**config.mk**
```make
export PLATFORM = sky130hd
export DESIGN_NAME = i2s_rx
export DESIGN_NICKNAME = d
export VERILOG_FILES = /design/src/rtl/i2s_pkg.sv /design/src/rtl/i2s_sync_edge.sv /design/src/rtl/i2s_rx.sv
export SDC_FILE = /design/constraint.sdc
export NUM_CORES = 1
export LEC_CHECK = 0
export BUFFER_PORTS_ARGS = -buffer_cell sky130_fd_sc_hd__clkbuf_2
export CAP_MARGIN = 20
export CORE_ASPECT_RATIO = 0.8
export CORE_MARGIN = 10
export CORE_UTILIZATION = 51
export CTS_CLUSTER_DIAMETER = 100
export DETAILED_ROUTE_END_ITERATION = 10
export PLACE_DENSITY = 0.76
export SYNTH_ARGS = -nofsm -noshare
export SYNTH_HDL_FRONTEND = slang
export SYNTH_SLANG_ARGS = --single-unit
export TNS_END_PERCENT = 1
```
**constraint.sdc**
```tcl
create_clock -name clk -period 2.5 [get_ports clk]
set_input_delay 0.125 -clock clk [delete_from_list [all_inputs] [get_ports clk]]
set_output_delay 0.125 -clock clk [all_outputs]
set_load 0.05 [all_outputs]
```
**src/rtl/i2s_pkg.sv**
```systemverilog
// Shared I2S definitions used by the receiver and the transmitter.
package i2s_pkg;

    localparam int MAX_WIDTH_DEFAULT = 16;

    localparam logic WS_LEFT  = 1'b0;
    localparam logic WS_RIGHT = 1'b1;

    typedef enum logic [1:0] {
        IDLE  = 2'd0,
        LEFT  = 2'd1,
        RIGHT = 2'd2
    } state_t;

    // A word length of 0 means 1; anything wider than the sample registers is capped.
    function automatic logic [7:0] clamp_word_length(input logic [7:0] requested, input int max_width);
        if (requested == 8'd0) return 8'd1;
        if (int'(requested) > max_width) return 8'(max_width);
        return requested;
    endfunction

endpackage

```
**src/rtl/i2s_sync_edge.sv**
```systemverilog
// Synchronises the three I2S pins into clk and flags rising edges of bit_clk.
module i2s_sync_edge #(
    parameter int SYNC_STAGES = 2
) (
    input  logic clk,
    input  logic reset,
    input  logic bit_clk,
    input  logic frame_clk,
    input  logic data,
    output logic frame_clk_sync,
    output logic data_sync,
    output logic bit_clk_rise
);

    // All three chains share one depth so ws and data stay aligned with the detected edge.
    logic [SYNC_STAGES-1:0] bit_clk_ff;
    logic [SYNC_STAGES-1:0] frame_clk_ff;
    logic [SYNC_STAGES-1:0] data_ff;
    logic                   bit_clk_prev;

    always_ff @(posedge clk) begin
        if (reset) begin
            bit_clk_ff   <= '0;
            frame_clk_ff <= '0;
            data_ff      <= '0;
            bit_clk_prev <= 1'b0;
        end else begin
            // NOTE: non-blocking assignments make each stage take its neighbour's pre-edge value.
            bit_clk_ff   <= {bit_clk_ff[SYNC_STAGES-2:0], bit_clk};
            frame_clk_ff <= {frame_clk_ff[SYNC_STAGES-2:0], frame_clk};
            data_ff      <= {data_ff[SYNC_STAGES-2:0], data};
            bit_clk_prev <= bit_clk_ff[SYNC_STAGES-1];
        end
    end

    assign frame_clk_sync = frame_clk_ff[SYNC_STAGES-1];
    assign data_sync      = data_ff[SYNC_STAGES-1];
    assign bit_clk_rise   = bit_clk_ff[SYNC_STAGES-1] & ~bit_clk_prev;

endmodule

```
**src/rtl/i2s_rx.sv**
```systemverilog
// I2S receiver: oversamples bit_clk/frame_clk/data on clk and deserialises
// left/right PCM words of programmable length.
module i2s_rx
    import i2s_pkg::*;
#(
    parameter int MAX_WIDTH   = MAX_WIDTH_DEFAULT,
    parameter int SYNC_STAGES = 2
) (
    input  logic                 clk,
    input  logic                 reset,
    input  logic [7:0]           word_length,
    input  logic                 bit_clk,
    input  logic                 frame_clk,
    input  logic                 data,
    output logic [MAX_WIDTH-1:0] left_sample,
    output logic [MAX_WIDTH-1:0] right_sample,
    output logic                 sample_valid,
    output logic                 frame_error,
    output logic [7:0]           counter_out
);

    logic ws;
    logic d;
    logic rise;

    i2s_sync_edge #(
        .SYNC_STAGES(SYNC_STAGES)
    ) u_sync_edge (
        .clk            (clk),
        .reset          (reset),
        .bit_clk        (bit_clk),
        .frame_clk      (frame_clk),
        .data           (data),
        .frame_clk_sync (ws),
        .data_sync      (d),
        .bit_clk_rise   (rise)
    );

    state_t               state, state_next;
    logic [7:0]           count, count_next;
    logic [7:0]           wl, wl_next;
    logic [MAX_WIDTH-1:0] shreg, shreg_next;
    logic [MAX_WIDTH-1:0] left_next, right_next;
    logic                 ws_prev, ws_prev_next;
    logic                 ws_seen, ws_seen_next;
    logic                 pair, pair_next;
    logic                 valid_next, error_next;

    logic                 ws_change;
    logic [MAX_WIDTH-1:0] word_bits;
    logic [8:0]           total;

    // ws_seen suppresses a false change on the very first edge after reset.
    assign ws_change = ws_seen && (ws != ws_prev);
    assign word_bits = (count < wl) ? {shreg[MAX_WIDTH-2:0], d} : shreg;
    assign total     = {1'b0, count} + 9'd1;

    always_comb begin
        // NOTE: every next value defaults to its current value first, so no latches are inferred.
        state_next   = state;
        count_next   = count;
        wl_next      = wl;
        shreg_next   = shreg;
        left_next    = left_sample;
        right_next   = right_sample;
        ws_prev_next = ws_prev;
        ws_seen_next = ws_seen;
        pair_next    = pair;
        valid_next   = 1'b0;
        error_next   = 1'b0;

        if (rise) begin
            ws_prev_next = ws;
            ws_seen_next = 1'b1;
            if (state != IDLE && !ws_change) begin
                shreg_next = word_bits;
                if (count != 8'hFF) count_next = count + 8'd1;
            end else if (ws_change) begin
                if (state != IDLE) begin
                    // The edge that flips ws still carries the closing slot's last bit.
                    if (total >= {1'b0, wl}) begin
                        if (state == LEFT) begin
                            left_next = word_bits;
                            pair_next = 1'b1;
                        end else begin
                            right_next = word_bits;
                            valid_next = pair;
                        end
                    end else begin
                        error_next = 1'b1;
                    end
                    if (state == RIGHT) pair_next = 1'b0;
                end
                state_next = (ws == WS_LEFT) ? LEFT : RIGHT;
                count_next = '0;
                shreg_next = '0;
                wl_next    = clamp_word_length(word_length, MAX_WIDTH);
            end
        end
    end

    always_ff @(posedge clk) begin
        if (reset) begin
            state        <= IDLE;
            count        <= '0;
            wl           <= 8'd1;
            shreg        <= '0;
            ws_prev      <= 1'b0;
            ws_seen      <= 1'b0;
            pair         <= 1'b0;
            left_sample  <= '0;
            right_sample <= '0;
            sample_valid <= 1'b0;
            frame_error  <= 1'b0;
        end else begin
            state        <= state_next;
            count        <= count_next;
            wl           <= wl_next;
            shreg        <= shreg_next;
            ws_prev      <= ws_prev_next;
            ws_seen      <= ws_seen_next;
            pair         <= pair_next;
            left_sample  <= left_next;
            right_sample <= right_next;
            sample_valid <= valid_next;
            frame_error  <= error_next;
        end
    end

    assign counter_out = count;

endmodule

```
==> results_dict.tcl, run 1 <==
set metrics [dict create \
    outcome "finished clean" \
    cts_sinks 78 \
    synth_ff_type "dfxtp_1" \
    hold_path_class "input port to flop" \
    rsz0062_at_grt "yes" \
    hold_viol 0 \
    worstMarginPinSlew_ns 1.109 \
    cts_max_level 3 \
    slew_violations 0 \
    cts_buffer_depth 2 \
    ys_async_sr_fraction_pct 0 \
    r2r-start "counter_out[1]" \
    finalWorstSetupSlack_ns 0.03490 \
    final_core_util_pct 63.31 \
    fin_area_mm2 0.004342 \
    synth_edf_count 0 \
    worst_ep_arrival_time_ns 2.72 \
    diodes 0 \
    port_buffers 54 \
    route.detailed.wl_per_inst_um 16.63 \
    root_buffer "clkbuf_8" \
    final_nets 464 \
    avgSynthCellArea_um2 9.882 \
    die_x_um 113.6 \
    wirelength_um 8695 \
    path_class "flop to flop" \
    io-pin-count 55 \
    finalClockSkew_ns 0.004705 \
    cts_inserted_buffers 9 \
    startpoint_type "flop" \
    grt_max_degree 21 \
    path_clk_slew_ns 0.08 \
    grt_pass1_wl_um 14910 \
    syn_inst 362 \
    p_per_area_mw_per_mm2 511.6 \
    drc_errors 0 \
    fmax_mhz 405.7 \
    grt_pass1_vias 3001 \
    yosysMostFrequentCell "dfxtp_1" \
    ant_nets 0 \
    drt_iter0_drc 210 \
    post-route-min-period_ns 2.465 \
    fin_crit_sh_pct 98.60 \
    grt_use_total_pct 17.00 \
    core_mm2 0.006858 \
    pre_cts_slack_ns -0.04885 \
    final_layout_size_suffix_gt1_share_pct 27.06 \
    place_hpwl_um 6033 \
    dr_total_vias 3051 \
    die_y_um 94.91 \
    row_count 27 \
    fill_cells 586 \
    grt_antenna_before_repair 0 \
    area_growth_pct 21.37 \
    synthTopCellsByArea "dfxtp_1 44%, a22o_1 12%, ha_1 7.0%" \
    ys_seq_area_share_pct 43.65 \
    cap_violations 0 \
    synth_common_cells "78 x dfxtp_1, 48 x a22o_1, 47 x nand2_1" \
    worstSetupEndpointType "flop" \
    hold_ws_ns 0.02257 \
    hold_start "word_length[1]" \
    critPathRequiredTime_ns 2.75 \
    startpoint "counter_out[1]" \
    place_congestion 0.8658 \
    ys_types 45 \
    finalSetupTns_ns 0 \
    die_area_mm2 0.01079 \
    yosys.area.top_type "dfxtp_1" \
    syn-num-nets 395 \
    first_pass_iters 4 \
    synth_top_area_share_pct 43.65 \
    initial_core_util_pct 52.16 \
    syn_area_mm2 0.003577 \
    yosysWarnings 0 \
    viasPerCell 5.834 \
    ir_drop_mv 0.2897 \
    clk_latency_ns 0.36 \
    cts_tree "done" \
    critPathMaxFanout 16 \
    worst_slew_margin_rel_pct 25.80 \
    setup_violations 0 \
    power.leakage_uw 0.001750 \
    gr-total-overflow 0 \
    placedInstanceArea_mm2 0.004058 \
    ys_ff_latch 78 \
]
==> through the flow <==
step,power (µW),std cells
final,2221,523
after global routing,2294,523
after CTS,2241,522
after detailed placement,1333,501
after global placement,1331,501
after floorplan,1313,362
==> flip-flops by register name, indices dropped and copies added, names as in the netlist <==
| signal | flops |
|---|---|
| pair | 1 |
| wl | 8 |
| u_sync_edge.bit_clk_ff | 2 |
| u_sync_edge.bit_clk_prev | 1 |
| left_sample | 16 |
| right_sample | 16 |
| u_sync_edge.data_ff | 2 |
| u_sync_edge.frame_clk_ff | 2 |
| ws_seen | 1 |
| counter_out | 8 |
| state | 2 |
| sample_valid | 1 |
| frame_error | 1 |
| shreg | 16 |
| ws_prev | 1 |
==> cell usage in the layout, fill, tap and decap left out, drive strengths merged <==
cell type,n
nor2,11
and2,1
buf,24
a211oi,4
nor4,2
ha,20
a211o,1
a22oi,3
o21ai,4
o21a,2
and4,1
nor3,7
a21oi,15
a41oi,2
clkinv,2
clkinvlp,2
dfxtp,78
and4b,2
a22o,48
xor2,3
xnor2,4
nor2b,10
dlygate4sd3,4
and3,3
nand2,47
nand3,6
a31oi,5
nor3b,1
inv,13
clkbuf,65
o211ai,33
a311oi,4
o211a,1
a21o,4
a2111oi,1
nand2b,3
==> per-layer routing <==
layer | track usage (%) | share of wire (%) | wire (µm) | vias up
met5 | 0 | 0 | 0 | -
li1 | - | - | - | 1494
met3 | 4.753 | 8.3 | 724 | 12
met1 | 22.61 | 47 | 4084 | 1448
met4 | 7.700 | 1.5 | 132 | 0
met2 | 25.10 | 43 | 3753 | 97
==> worst max-delay path, stage by stage, from the launching register on <==
cell	delay [ns]
dfxtp_4	0.37
ha_4	0.16
buf_4	0.15
xor2_1	0.14
ha_1	0.29
a21o_1	0.15
a31oi_1	0.29
o211ai_4	0.18
and4b_2	0.29
buf_12	0.16
a22o_1	0.18
==> cell families after synthesis <==
group	count (synthesis)	share of synthesized area, %
flip-flops	78	43.65
adder cells (fa/ha/maj)	20	6.995
buffers and inverters	36	5.526
AND/OR/NAND/NOR	94	13.05
AO/OA/AOI/OAI	127	29.07
XOR/XNOR	7	1.714
==> power breakdown <==
part	total (µW)	internal, µW	switching, µW
Clock	909	421	488
Combinational	65.5	27.7	37.8
Sequential	1250	1240	2.94
Total	2220	1690	529
==> final timing paths <==
check	to	slack (ns)	cells past startpoint
worst min-delay path	wl[1]	0.02	3
worst min register to register	u_sync_edge.data_ff[1]	0.45	1
worst max-delay path	right_sample[2]	0.03	10
worst max register to register	right_sample[2]	0.03	10
==> area by class of cell <==
type / instances / area (µm²) / area share [%]
sequential: 78 / 1575 / 36.28
multi-input combinational: 248 / 1879 / 43.29
clock buffer: 11 / 151.4 / 3.487
timing repair buffer: 82 / 540.5 / 12.45
clock inverter: 5 / 41.29 / 0.9510
inverter: 12 / 45.04 / 1.037
tap: 87 / 108.9 / 2.507
==> what timing repair did <==
item	4_1_cts	5_1_grt
hold buffers	4	0
setup endpoints to repair	32	34
gates cloned	0	0
resized for setup	2	3
pin swaps	1	3
endpoints found under the hold margin	4	0
setup buffers	1	0
No activity file was read; power rests on OpenSTA's default activity.
==> run 2, diff against run 1 <==
--- a/config.mk
+++ b/config.mk
@@ -5,6 +5,7 @@
 export SDC_FILE = /design/constraint.sdc
 export NUM_CORES = 1
 export LEC_CHECK = 0
+export ABC_AREA = 1
 export BUFFER_PORTS_ARGS = -buffer_cell sky130_fd_sc_hd__clkbuf_2
 export CAP_MARGIN = 20
 export CORE_ASPECT_RATIO = 0.8
@@ -12,7 +13,7 @@
 export CORE_UTILIZATION = 51
 export CTS_CLUSTER_DIAMETER = 100
 export DETAILED_ROUTE_END_ITERATION = 10
-export PLACE_DENSITY = 0.76
+export PLACE_DENSITY = 0.75
 export SYNTH_ARGS = -nofsm -noshare
 export SYNTH_HDL_FRONTEND = slang
 export SYNTH_SLANG_ARGS = --single-unit
==> results_dict.tcl, run 2 <==
set metrics [dict create \
    grt_antenna_before_repair 0 \
    cts_max_level 3 \
    worst_ep_arrival_time_ns 2.54 \
    p_per_area_mw_per_mm2 502.7 \
    cap_violations 0 \
    fmax_mhz 439.7 \
    final_layout_size_suffix_gt1_share_pct 17.56 \
    ys_async_sr_fraction_pct 0 \
    grt_pass1_vias 3078 \
    synthMuxAreaShare_pct 0 \
    final_cell_mix "164 x nand2_1, 77 x nor2_1, 75 x dfxtp_1, 64 x inv_1, 54 x clkbuf_2" \
    initial_core_util_pct 53.32 \
    die_area_mm2 0.01115 \
    core_mm2 0.006993 \
    path_class "flop to flop" \
    finalWorstSetupSlack_ns 0.2255 \
    synth_top_area_share_pct 41.88 \
    synth_compound_area_share_pct 7.349 \
    fin_crit_sh_pct 90.98 \
    startpoint_type "flop" \
    crit_top_cell "nand2_1" \
    wirelength_um 8511 \
    ir_drop_mv 0.3677 \
    drc_errors 0 \
    area_growth_pct 16.61 \
    synth_ff_type "dfxtp_1" \
    critPathMaxStageDelay_ns 0.38 \
    drt_iter0_drc 324 \
    cts_sinks 78 \
    synthTopCellsByArea "dfxtp_1 42%, nand2_1 17%, nor2_1 7.9%" \
    hold_viol 0 \
    avgSynthCellArea_um2 6.956 \
    worst_slew_margin_rel_pct 58.23 \
    final_nets 626 \
    grt_use_total_pct 16.12 \
    port_buffers 54 \
    place_congestion 0.8605 \
    root_buffer "clkbuf_8" \
    yosysWarnings 0 \
    rsz0062_at_grt "no" \
    ys_seq_area_share_pct 41.88 \
    ys_types 31 \
    syn_inst 536 \
    cp_slowest_cell "dfxtp_4" \
    yosys.area_share.adder_pct 6.711 \
    ant_nets 0 \
    synth_common_cells "165 x nand2_1, 78 x dfxtp_1, 78 x nor2_1" \
    yosys.area.top_type "dfxtp_1" \
    cts_buffer_depth 2 \
    post-route-min-period_ns 2.274 \
    die_x_um 115.6 \
    hold_path_class "input port to flop" \
    diodes 0 \
    critPathMaxFanout 29 \
    finalSetupTns_ns 0 \
    critPathRequiredTime_ns 2.76 \
    top_regs "left_sample x16, right_sample x16, shreg x16" \
    first_pass_iters 4 \
    cts_tree "done" \
    clk_latency_ns 0.36 \
    setup_violations 0 \
    worstSetupEndpointType "flop" \
    cp_num_buf_inv 1 \
    grt_pass1_wl_um 14430 \
    final_common_cell "nand2_1" \
    synthXorXnorAreaFrac_pct 1.409 \
    route.detailed.wl_per_inst_um 12.42 \
    place_hpwl_um 6169 \
    pre_cts_slack_ns 0.1478 \
    outcome "finished clean" \
    slew_violations 0 \
    cts_setup_buffers 0 \
    power.leakage_uw 0.002202 \
    viasPerCell 4.915 \
    dr_total_vias 3367 \
    crit_family "simple AND/OR/NAND/NOR gates" \
    grt_max_degree 42 \
    syn_area_mm2 0.003729 \
    finalClockSkew_ns 0.008876 \
    row_count 27 \
    ys_ff_latch 78 \
    gr-total-overflow 0 \
    syn-num-nets 569 \
    die_y_um 96.48 \
    cts_inserted_buffers 9 \
    yosysMostFrequentCell "nand2_1" \
    synth_top_family_by_area "simple AND/OR/NAND/NOR gates" \
    crit_chain "ha_2 -> nand3_2 -> nor2_2 -> xor2_2 -> ha_1 -> a21oi_1 -> nand2_1 -> nand2_1 -> nand2_4 -> nand2_2 -> buf_12 -> nand2_1 -> nand2_1 -> nor2_1" \
    worstMarginPinSlew_ns 0.6256 \
    synthSimpleGateAreaFrac_pct 32.95 \
    io-pin-count 55 \
    synth_edf_count 0 \
    path_clk_slew_ns 0.09 \
]
==> run 2: per-layer routing <==
metal,part of all wire [%],global-route usage [%],up-vias
met5,0,0,-
met4,0.92,4.316,0
met3,7.5,5.792,7
met2,43,24.87,87
met1,49,20.96,1503
li1,-,-,1770
==> run 2: worst paths after layout <==
check	start	endpoint	slack, ns	cells past startpoint
min reg2reg	u_sync_edge.data_ff[0]	u_sync_edge.data_ff[1]	0.41	2
max	counter_out[1]	right_sample[1]	0.23	14
max reg2reg	counter_out[1]	right_sample[1]	0.23	14
min	word_length[3]	wl[3]	0.02	3
==> run 2: layout make-up <==
cell class / count / area, µm²
clock buffers: 9 / 123.9
clock inverters: 7 / 57.56
fillers: 642 / 2645
inverters: 67 / 252.7
multi-input cells: 370 / 1847
flip-flops and latches: 78 / 1568
well taps: 87 / 108.9
repair buffers: 67 / 390.4
==> run 2: cells by family (layout without fill, tap and decap cells) <==
family | count (synthesis) | count (layout)
AO/OA/AOI/OAI | 51 | 51
XOR/XNOR | 6 | 6
adder cells (fa/ha/maj) | 20 | 20
buffers and inverters | 88 | 150
flip-flops | 78 | 78
AND/OR/NAND/NOR | 293 | 293
==> run 2: repair_timing <==
action | 4_1_cts | 5_1_grt
hold buffers | 4 | 0
resized for setup | 0 | 10
endpoints found under the setup margin | 0 | 32
hold endpoints to repair | 4 | 0
==> run 2: per-stage QoR <==
| step | instance area (µm²) | hold slack (ns) | utilization (%) | std cells | power (µW) |
|---|---|---|---|---|---|
| 3_5_place_dp | 4081 | 0.3270 | 58.36 | 665 | 1333 |
| 2_1_floorplan | 3731 | 0.2320 | - | 536 | 1313 |
| 6_report | 4348 | 0.02404 | 62.18 | 685 | 2186 |
| 3_3_place_gp | 4081 | 0.3185 | 58.36 | 665 | 1331 |
| 4_1_cts | 4303 | 0.01101 | 61.53 | 685 | 2216 |
| 5_1_grt | 4348 | 0.02625 | 62.18 | 685 | 2274 |
==> run 2: worst reg2reg max path, delay by kind of cell, from the launching register on <==
family	cells	cell delay, ns
AOI/OAI and AO/OA	1	0.13
xor gates and xnor gates	1	0.19
adders and majority gates	2	0.47
buffers and inverters	1	0.18
DFF	1	0.38
and+or+nand+nor	9	0.84
==> run 2: power by group <==
part | internal (µW) | switching [µW]
clock | 372 | 507
sequential | 1250 | 2.27
combinational | 19.9 | 37.9
total | 1640 | 547
